## config.mk

```make
export PLATFORM = sky130hd
export DESIGN_NAME = gpio_bank_ctrl_flat
export DESIGN_NICKNAME = d
export VERILOG_FILES = /design/src/rtl/gpio_bank_ctrl_if.sv /design/src/rtl/gpio_bank_ctrl.sv /design/src/flat_wrapper.sv
export SDC_FILE = /design/constraint.sdc
export NUM_CORES = 1
export LEC_CHECK = 0
export ABC_CLOCK_PERIOD_IN_PS = 1260
export BUFFER_PORTS_ARGS = -buffer_cell sky130_fd_sc_hd__buf_2
export CORE_MARGIN = 2
export CORE_UTILIZATION = 30
export CTS_BUF_LIST = sky130_fd_sc_hd__clkbuf_2
export DETAILED_ROUTE_END_ITERATION = 8
export GPL_ROUTABILITY_DRIVEN = 0
export GPL_TIMING_DRIVEN = 1
export PLACE_DENSITY_LB_ADDON = 0.3
export SLEW_MARGIN = 5
export SYNTH_ARGS = -nofsm -noshare
export SYNTH_HDL_FRONTEND = slang
export SYNTH_SLANG_ARGS = --single-unit
```

## constraint.sdc

```tcl
create_clock -name clk -period 1.26 [get_ports clk]
set_input_delay 0 -clock clk [delete_from_list [all_inputs] [get_ports clk]]
set_output_delay 0 -clock clk [all_outputs]
set_load 0.05 [all_outputs]
```

## src/rtl/gpio_bank_ctrl_if.sv

```systemverilog
// Avalon-MM slave bus bundle for gpio_bank_ctrl: 3-bit address, 32-bit data, active-low write strobe.
interface gpio_bank_ctrl_if;
    logic [2:0]  address;
    logic        chipselect;
    logic        write_n;
    logic [31:0] writedata;
    logic [31:0] readdata;

    modport master (
        output address,
        output chipselect,
        output write_n,
        output writedata,
        input  readdata
    );

    modport slave (
        input  address,
        input  chipselect,
        input  write_n,
        input  writedata,
        output readdata
    );
endinterface

```

## src/rtl/gpio_bank_ctrl.sv

```systemverilog
// Parametrised Avalon-MM GPIO bank: per-bit direction, input synchroniser, edge capture with W1C and level irq.
// Optional per-bit debounce filter is built only when GPIO_DEBOUNCE_EN is defined.
module gpio_bank_ctrl #(
    parameter int unsigned       WIDTH           = 8,
    parameter int unsigned       SYNC_STAGES     = 2,
    parameter logic [WIDTH-1:0]  RESET_OUT       = {WIDTH{1'b0}},
    parameter int unsigned       DEBOUNCE_CYCLES = 16
) (
    input  logic                 clk,
    input  logic                 reset,
    gpio_bank_ctrl_if.slave      bus,
    input  logic [WIDTH-1:0]     in_port,
    output logic [WIDTH-1:0]     out_port,
    output logic [WIDTH-1:0]     oe,
    output logic                 irq
);

    if ((WIDTH < 1) || (WIDTH > 32)) begin : g_bad_width
        $error("gpio_bank_ctrl: WIDTH out of range");
    end
    if ((SYNC_STAGES < 2) || (SYNC_STAGES > 4)) begin : g_bad_sync
        $error("gpio_bank_ctrl: SYNC_STAGES out of range");
    end
    if ((DEBOUNCE_CYCLES < 1) || (DEBOUNCE_CYCLES > 65535)) begin : g_bad_db
        $error("gpio_bank_ctrl: DEBOUNCE_CYCLES out of range");
    end

    logic [WIDTH-1:0]                   r_data_out;
    logic [WIDTH-1:0]                   r_dir;
    logic [WIDTH-1:0]                   r_mask;
    logic [WIDTH-1:0]                   r_capture;
    logic [WIDTH-1:0]                   r_rise_en;
    logic [WIDTH-1:0]                   r_fall_en;
    logic [WIDTH-1:0]                   r_prev;
    logic [SYNC_STAGES-1:0][WIDTH-1:0]  r_sync;
    logic [31:0]                        r_readdata;

    logic                               w_wr;
    logic [WIDTH-1:0]                   w_wd;
    logic [WIDTH-1:0]                   w_sync_in;
    logic [WIDTH-1:0]                   w_filt;
    logic [WIDTH-1:0]                   w_edge;
    logic [WIDTH-1:0]                   w_clr;
    logic [31:0]                        w_rd_mux;

    assign w_wr      = bus.chipselect & ~bus.write_n;
    assign w_wd      = bus.writedata[WIDTH-1:0];
    assign w_sync_in = r_sync[SYNC_STAGES-1];

    // Input synchroniser chain: stage 0 samples the asynchronous pins.
    always_ff @(posedge clk) begin
        if (reset) begin
            r_sync <= {(SYNC_STAGES*WIDTH){1'b0}};
        end else begin
            r_sync <= {r_sync[SYNC_STAGES-2:0], in_port};
        end
    end

`ifdef GPIO_DEBOUNCE_EN
    localparam logic [15:0] DB_LAST = 16'(DEBOUNCE_CYCLES - 1);

    logic [WIDTH-1:0][15:0] r_db_cnt;
    logic [WIDTH-1:0]       r_filt;

    // Debounce: a bit must disagree with the filtered value for DEBOUNCE_CYCLES clocks to propagate.
    always_ff @(posedge clk) begin
        if (reset) begin
            r_db_cnt <= {(WIDTH*16){1'b0}};
            r_filt   <= {WIDTH{1'b0}};
        end else begin
            for (int i = 0; i < int'(WIDTH); i++) begin
                if (w_sync_in[i] != r_filt[i]) begin
                    if (r_db_cnt[i] == DB_LAST) begin
                        r_filt[i]   <= w_sync_in[i];
                        r_db_cnt[i] <= 16'd0;
                    end else begin
                        r_db_cnt[i] <= r_db_cnt[i] + 16'd1;
                    end
                end else begin
                    r_db_cnt[i] <= 16'd0;
                end
            end
        end
    end

    assign w_filt = r_filt;
`else
    assign w_filt = w_sync_in;
`endif

    assign w_edge = (w_filt & ~r_prev & r_rise_en) | (~w_filt & r_prev & r_fall_en);

    // W1C clear mask, only live on a CAPTURE write.
    always_comb begin
        w_clr = {WIDTH{1'b0}};
        if (w_wr && (bus.address == 3'd3)) begin
            w_clr = w_wd;
        end else begin
            w_clr = {WIDTH{1'b0}};
        end
    end

    // Edge history and capture; a new edge wins over a same-cycle clear.
    always_ff @(posedge clk) begin
        if (reset) begin
            r_prev    <= {WIDTH{1'b0}};
            r_capture <= {WIDTH{1'b0}};
        end else begin
            r_prev    <= w_filt;
            r_capture <= (r_capture & ~w_clr) | w_edge;
        end
    end

    // Control register writes; reset takes priority over any bus write.
    always_ff @(posedge clk) begin
        if (reset) begin
            r_data_out <= RESET_OUT;
            r_dir      <= {WIDTH{1'b0}};
            r_mask     <= {WIDTH{1'b0}};
            r_rise_en  <= {WIDTH{1'b0}};
            r_fall_en  <= {WIDTH{1'b0}};
        end else if (w_wr) begin
            case (bus.address)
                3'd0:    r_data_out <= w_wd;
                3'd1:    r_dir      <= w_wd;
                3'd2:    r_mask     <= w_wd;
                3'd4:    r_data_out <= r_data_out | w_wd;
                3'd5:    r_data_out <= r_data_out & ~w_wd;
                3'd6:    r_rise_en  <= w_wd;
                3'd7:    r_fall_en  <= w_wd;
                default: r_data_out <= r_data_out;
            endcase
        end
    end

    // Read mux, zero-extended above WIDTH; OUTSET/OUTCLR read as zero.
    always_comb begin
        w_rd_mux = 32'd0;
        case (bus.address)
            3'd0:    w_rd_mux[WIDTH-1:0] = (r_dir & r_data_out) | (~r_dir & w_filt);
            3'd1:    w_rd_mux[WIDTH-1:0] = r_dir;
            3'd2:    w_rd_mux[WIDTH-1:0] = r_mask;
            3'd3:    w_rd_mux[WIDTH-1:0] = r_capture;
            3'd6:    w_rd_mux[WIDTH-1:0] = r_rise_en;
            3'd7:    w_rd_mux[WIDTH-1:0] = r_fall_en;
            default: w_rd_mux = 32'd0;
        endcase
    end

    // Registered read data, updated every clock regardless of chipselect.
    always_ff @(posedge clk) begin
        if (reset) begin
            r_readdata <= 32'd0;
        end else begin
            r_readdata <= w_rd_mux;
        end
    end

    assign bus.readdata = r_readdata;
    assign out_port     = r_data_out;
    assign oe           = r_dir;
    assign irq          = |(r_capture & r_mask);

endmodule
```

## src/flat_wrapper.sv

```systemverilog
// flat-port wrapper written by rule: the top's interface ports become plain ports
module gpio_bank_ctrl_flat 
#(
    parameter int unsigned       WIDTH           = 8,
    parameter int unsigned       SYNC_STAGES     = 2,
    parameter logic [WIDTH-1:0]  RESET_OUT       = {WIDTH{1'b0}},
    parameter int unsigned       DEBOUNCE_CYCLES = 16
)
  (clk, reset, in_port, out_port, oe, irq, bus_address, bus_chipselect, bus_write_n, bus_writedata, bus_readdata);
  gpio_bank_ctrl_if bus_i ();
  input  logic clk;
  input  logic reset;
  input  logic [WIDTH-1:0] in_port;
  output logic [WIDTH-1:0] out_port;
  output logic [WIDTH-1:0] oe;
  output logic irq;
  input wire logic [$bits(bus_i.address)-1:0] bus_address;
  input wire logic [$bits(bus_i.chipselect)-1:0] bus_chipselect;
  input wire logic [$bits(bus_i.write_n)-1:0] bus_write_n;
  input wire logic [$bits(bus_i.writedata)-1:0] bus_writedata;
  output wire logic [$bits(bus_i.readdata)-1:0] bus_readdata;
  assign bus_i.address = bus_address;
  assign bus_i.chipselect = bus_chipselect;
  assign bus_i.write_n = bus_write_n;
  assign bus_i.writedata = bus_writedata;
  assign bus_readdata = bus_i.readdata;
  gpio_bank_ctrl #(.WIDTH(WIDTH), .SYNC_STAGES(SYNC_STAGES), .RESET_OUT(RESET_OUT), .DEBOUNCE_CYCLES(DEBOUNCE_CYCLES)) u_core (.clk(clk), .reset(reset), .bus(bus_i), .in_port(in_port), .out_port(out_port), .oe(oe), .irq(irq));
endmodule
```

==> metrics.csv <==
metric,value,unit
Max Cap Violations,0,
clk_lat worst skew,0.53,ns
reg2reg setup slack,0.05,ns
P_leak,0.001851,uW
"top cells by area, synth","dfxtp_1 47%, mux2i_1 7.9%, buf_4 5.7%, nor2b_1 4.7%, nand3b_1 3.9%",
vias per inst,4.909,
nets@finish,524,
largest area contributor in the netlist,dfxtp_1,
die area,12320,sq um
clock network power share,0.286,
hpwl dp,6.921,mm
setup slack after layout,-0.2850,ns
"Seq/Total Area, Yosys",0.4663,
first-iteration detailed-routing DRC count,149,
number of routed nets with antenna violations,0,
hold_sp,bus_address[2],
CTS tree,done,
unrepaired setup endpoints after global routing,yes,
post-synth top area share,0.4663,
R2R depth,4,
largest net degree at the start of global routing,41,
routed wire length,9.872,mm
final global-route overflow total,0,
period utilization,1.226,
CTS max path bufs,2,
crit start category,flop,
area grow syn2layout,33.01,%
total CTS buffers,9,
share of layout cells above drive strength 1,0.3008,
count of clock tree sinks,80,
Comb pwr share,0.152,
total number of vias,3068,
critical path class,reg2out,
Worst Setup End Kind,primary output,
Diodes inserted,0,
switch share,0.2925,
crit path from,u_core.r_mask[2],
Post-Syn Area,3435,sq um
R2R Path Start,u_core.oe[0],
status,finished with violations,
Final Cell Area,4568,sq um
post-synthesis mux area share,0.1016,
Seq cells post-synth,80,
adder-cell share of the synthesized area,0,
vias in the first global route,2998,
CP max FO,3,
detailed-route wire length per cell,15.80,um
# rows,39,
VDD IR-drop max,0.3826,mV
GR Util All Layers,0.1609,
"Avg Cell Area, Syn",9.358,sq um
IO buf count,47,
first-pass GRT wire length,15.65,mm
Fmax,647.2,MHz
Clock Skews,0.02268,ns
Crit path required time,1.26,ns
"most common cell after layout, fill and taps aside",dfxtp_1,
total negative setup slack,-0.2850,ns
crit path time final,1.545,ns
Reg-to-Reg End,u_core.bus.readdata[0],
sequential share of power,0.562,
Post-Synth XOR/XNOR Area,0,
Mapped Cells,367,
internal power,3290,uW
Core Region,11270,sq um
H-tree depth,3,
Root Buffer,clkbuf_2,
Synth Area in Simple Gates,0.2044,
initial core utilization,0.3047,
Power Total,4650,uW
final non-filler cell total,625,
Pre-Repair DR Iteration Count,6,
Synth Area in Compound Gates,0.1424,
Hold Path Depth,5,
drc violations,0,
power per cell area,1018,nW/um^2
DP Area,3996,sq um
final setup violation count,1,
failing checks,setup timing,
Yosys cell types,42,
Final Hold Viols,0,
arrival time worst endpoint,1.55,ns
initial antenna violation count,0,
most frequent cells in the layout,"65 x dfxtp_1, 48 x buf_4, 31 x buf_2",
Tightest Hold Check Type,in2reg,
total of warnings raised by yosys,0,
Max Slew Vio Count,0,
WHS Endpoint,u_core.bus.readdata[4],
switching pwr,1360,uW
"Reg clk slew, reported paths",0.21,ns
largest family of logic cells by synthesized area,simple AND/OR/NAND/NOR gates,
Die Width,111.0,um
Die H,111.0,um
# IOs,96,
Placed Instances,577,
metrics by stage:
stage	setup WS (ns)	hold slack (ns)	util
floorplan	-0.02596	0.1258	-
global placement	-0.07661	0.2073	0.3545
detailed placement	-0.1064	0.2117	0.3545
CTS	-0.3035	0.004111	0.3942
global route	-0.3491	0.02894	0.4053
finish	-0.2850	0.04140	0.4053
critical path: stages, from the launching register on:
cell and delay [ns]:
dfxtp_1 0.39, a22oi_2 0.23, nand4_1 0.20, buf_6 0.21
repair_timing:
action | CTS | global route
buffers inserted | 2 | 3
hold buffers | 27 | 1
hold endpoints to repair | 70 | 2
pin swaps | 2 | 9
setup endpoints to repair | 14 | 53
resized for setup | 22 | 39
state kept, by name, indices dropped and copies added, names as in the netlist:
| signal | cells |
|---|---|
| u_core.out_port | 8 |
| u_core.r_mask | 8 |
| u_core.r_prev | 8 |
| u_core.r_fall_en | 8 |
| u_core.bus.readdata | 8 |
| u_core.r_rise_en | 8 |
| u_core.oe | 8 |
| u_core.w_filt | 8 |
| u_core.r_capture | 8 |
| u_core.r_sync | 8 |
worst max-delay path by stage:
stage	endpoint	slack (ns)	depth (start not counted)
2_1_floorplan	u_core.bus.readdata[1]	-0.03	4
3_3_place_gp	u_core.out_port[1]	-0.08	5
3_5_place_dp	u_core.out_port[0]	-0.11	5
4_1_cts	irq	-0.30	3
5_1_grt	irq	-0.35	3
6_report	irq	-0.29	3
routing by layer:
layer / routed length [um] / vias to the layer above / GRT usage
met1: 4564 / 1492 / 0.2103
met4: 227 / 0 / 0.07333
met2: 4610 / 84 / 0.2593
met5: 0 / - / 0
met3: 469 / 19 / 0.02898
li1: - / 1473 / -
cells in the mapped netlist:
cell type / count
mux2_2: 1
nand2b_1: 2
nor3_4: 1
nor3_1: 1
nand2_1: 27
mux4_2: 3
a311oi_1: 2
a31oi_1: 8
nor2_1: 28
dfxtp_1: 80
o31ai_1: 1
a21oi_2: 1
and3b_1: 1
buf_4: 26
buf_2: 3
a32oi_1: 2
or3_1: 1
nand3_1: 17
a22oi_1: 4
a211oi_1: 4
or3b_1: 1
buf_6: 1
a32o_1: 8
nand4_1: 1
a21oi_1: 22
o22a_1: 1
a21o_1: 1
clkbuf_1: 13
o22ai_1: 2
buf_1: 1
o21ai_0: 20
or3b_2: 3
inv_1: 3
conb_1: 1
or2_2: 1
clkinv_1: 1
nor2b_1: 26
nor3_2: 1
mux2i_1: 27
a2111oi_0: 1
nand3b_1: 18
or2_1: 1
area by class of cell:
type / count / area [sq um]
fillers: 1131 / 6704
well taps: 143 / 178.9
clock buffers: 11 / 55.05
inverters: 4 / 15.01
clock inverters: 5 / 47.55
repair buffers: 120 / 942.2
multi-input cells: 262 / 1697
flip-flops and latches: 80 / 1633
cell families (layout without fill, tap and decap cells):
logic type | count (synthesis) | in the layout
simple gates | 130 | 130
mux | 31 | 31
other cells | 1 | 24
compound gates | 77 | 77
buf+inv | 48 | 140
flops | 80 | 80
power by group through the flow:
stage / Combinational [uW] / Clock, uW / Sequential (uW)
CTS: 675 / 1370 / 2620
finish: 705 / 1330 / 2610
detailed placement: 602 / 0 / 2670
global placement: 598 / 0 / 2670
global route: 747 / 1490 / 2620
floorplan: 412 / 0 / 2700
(Power assumes the default switching activity.)
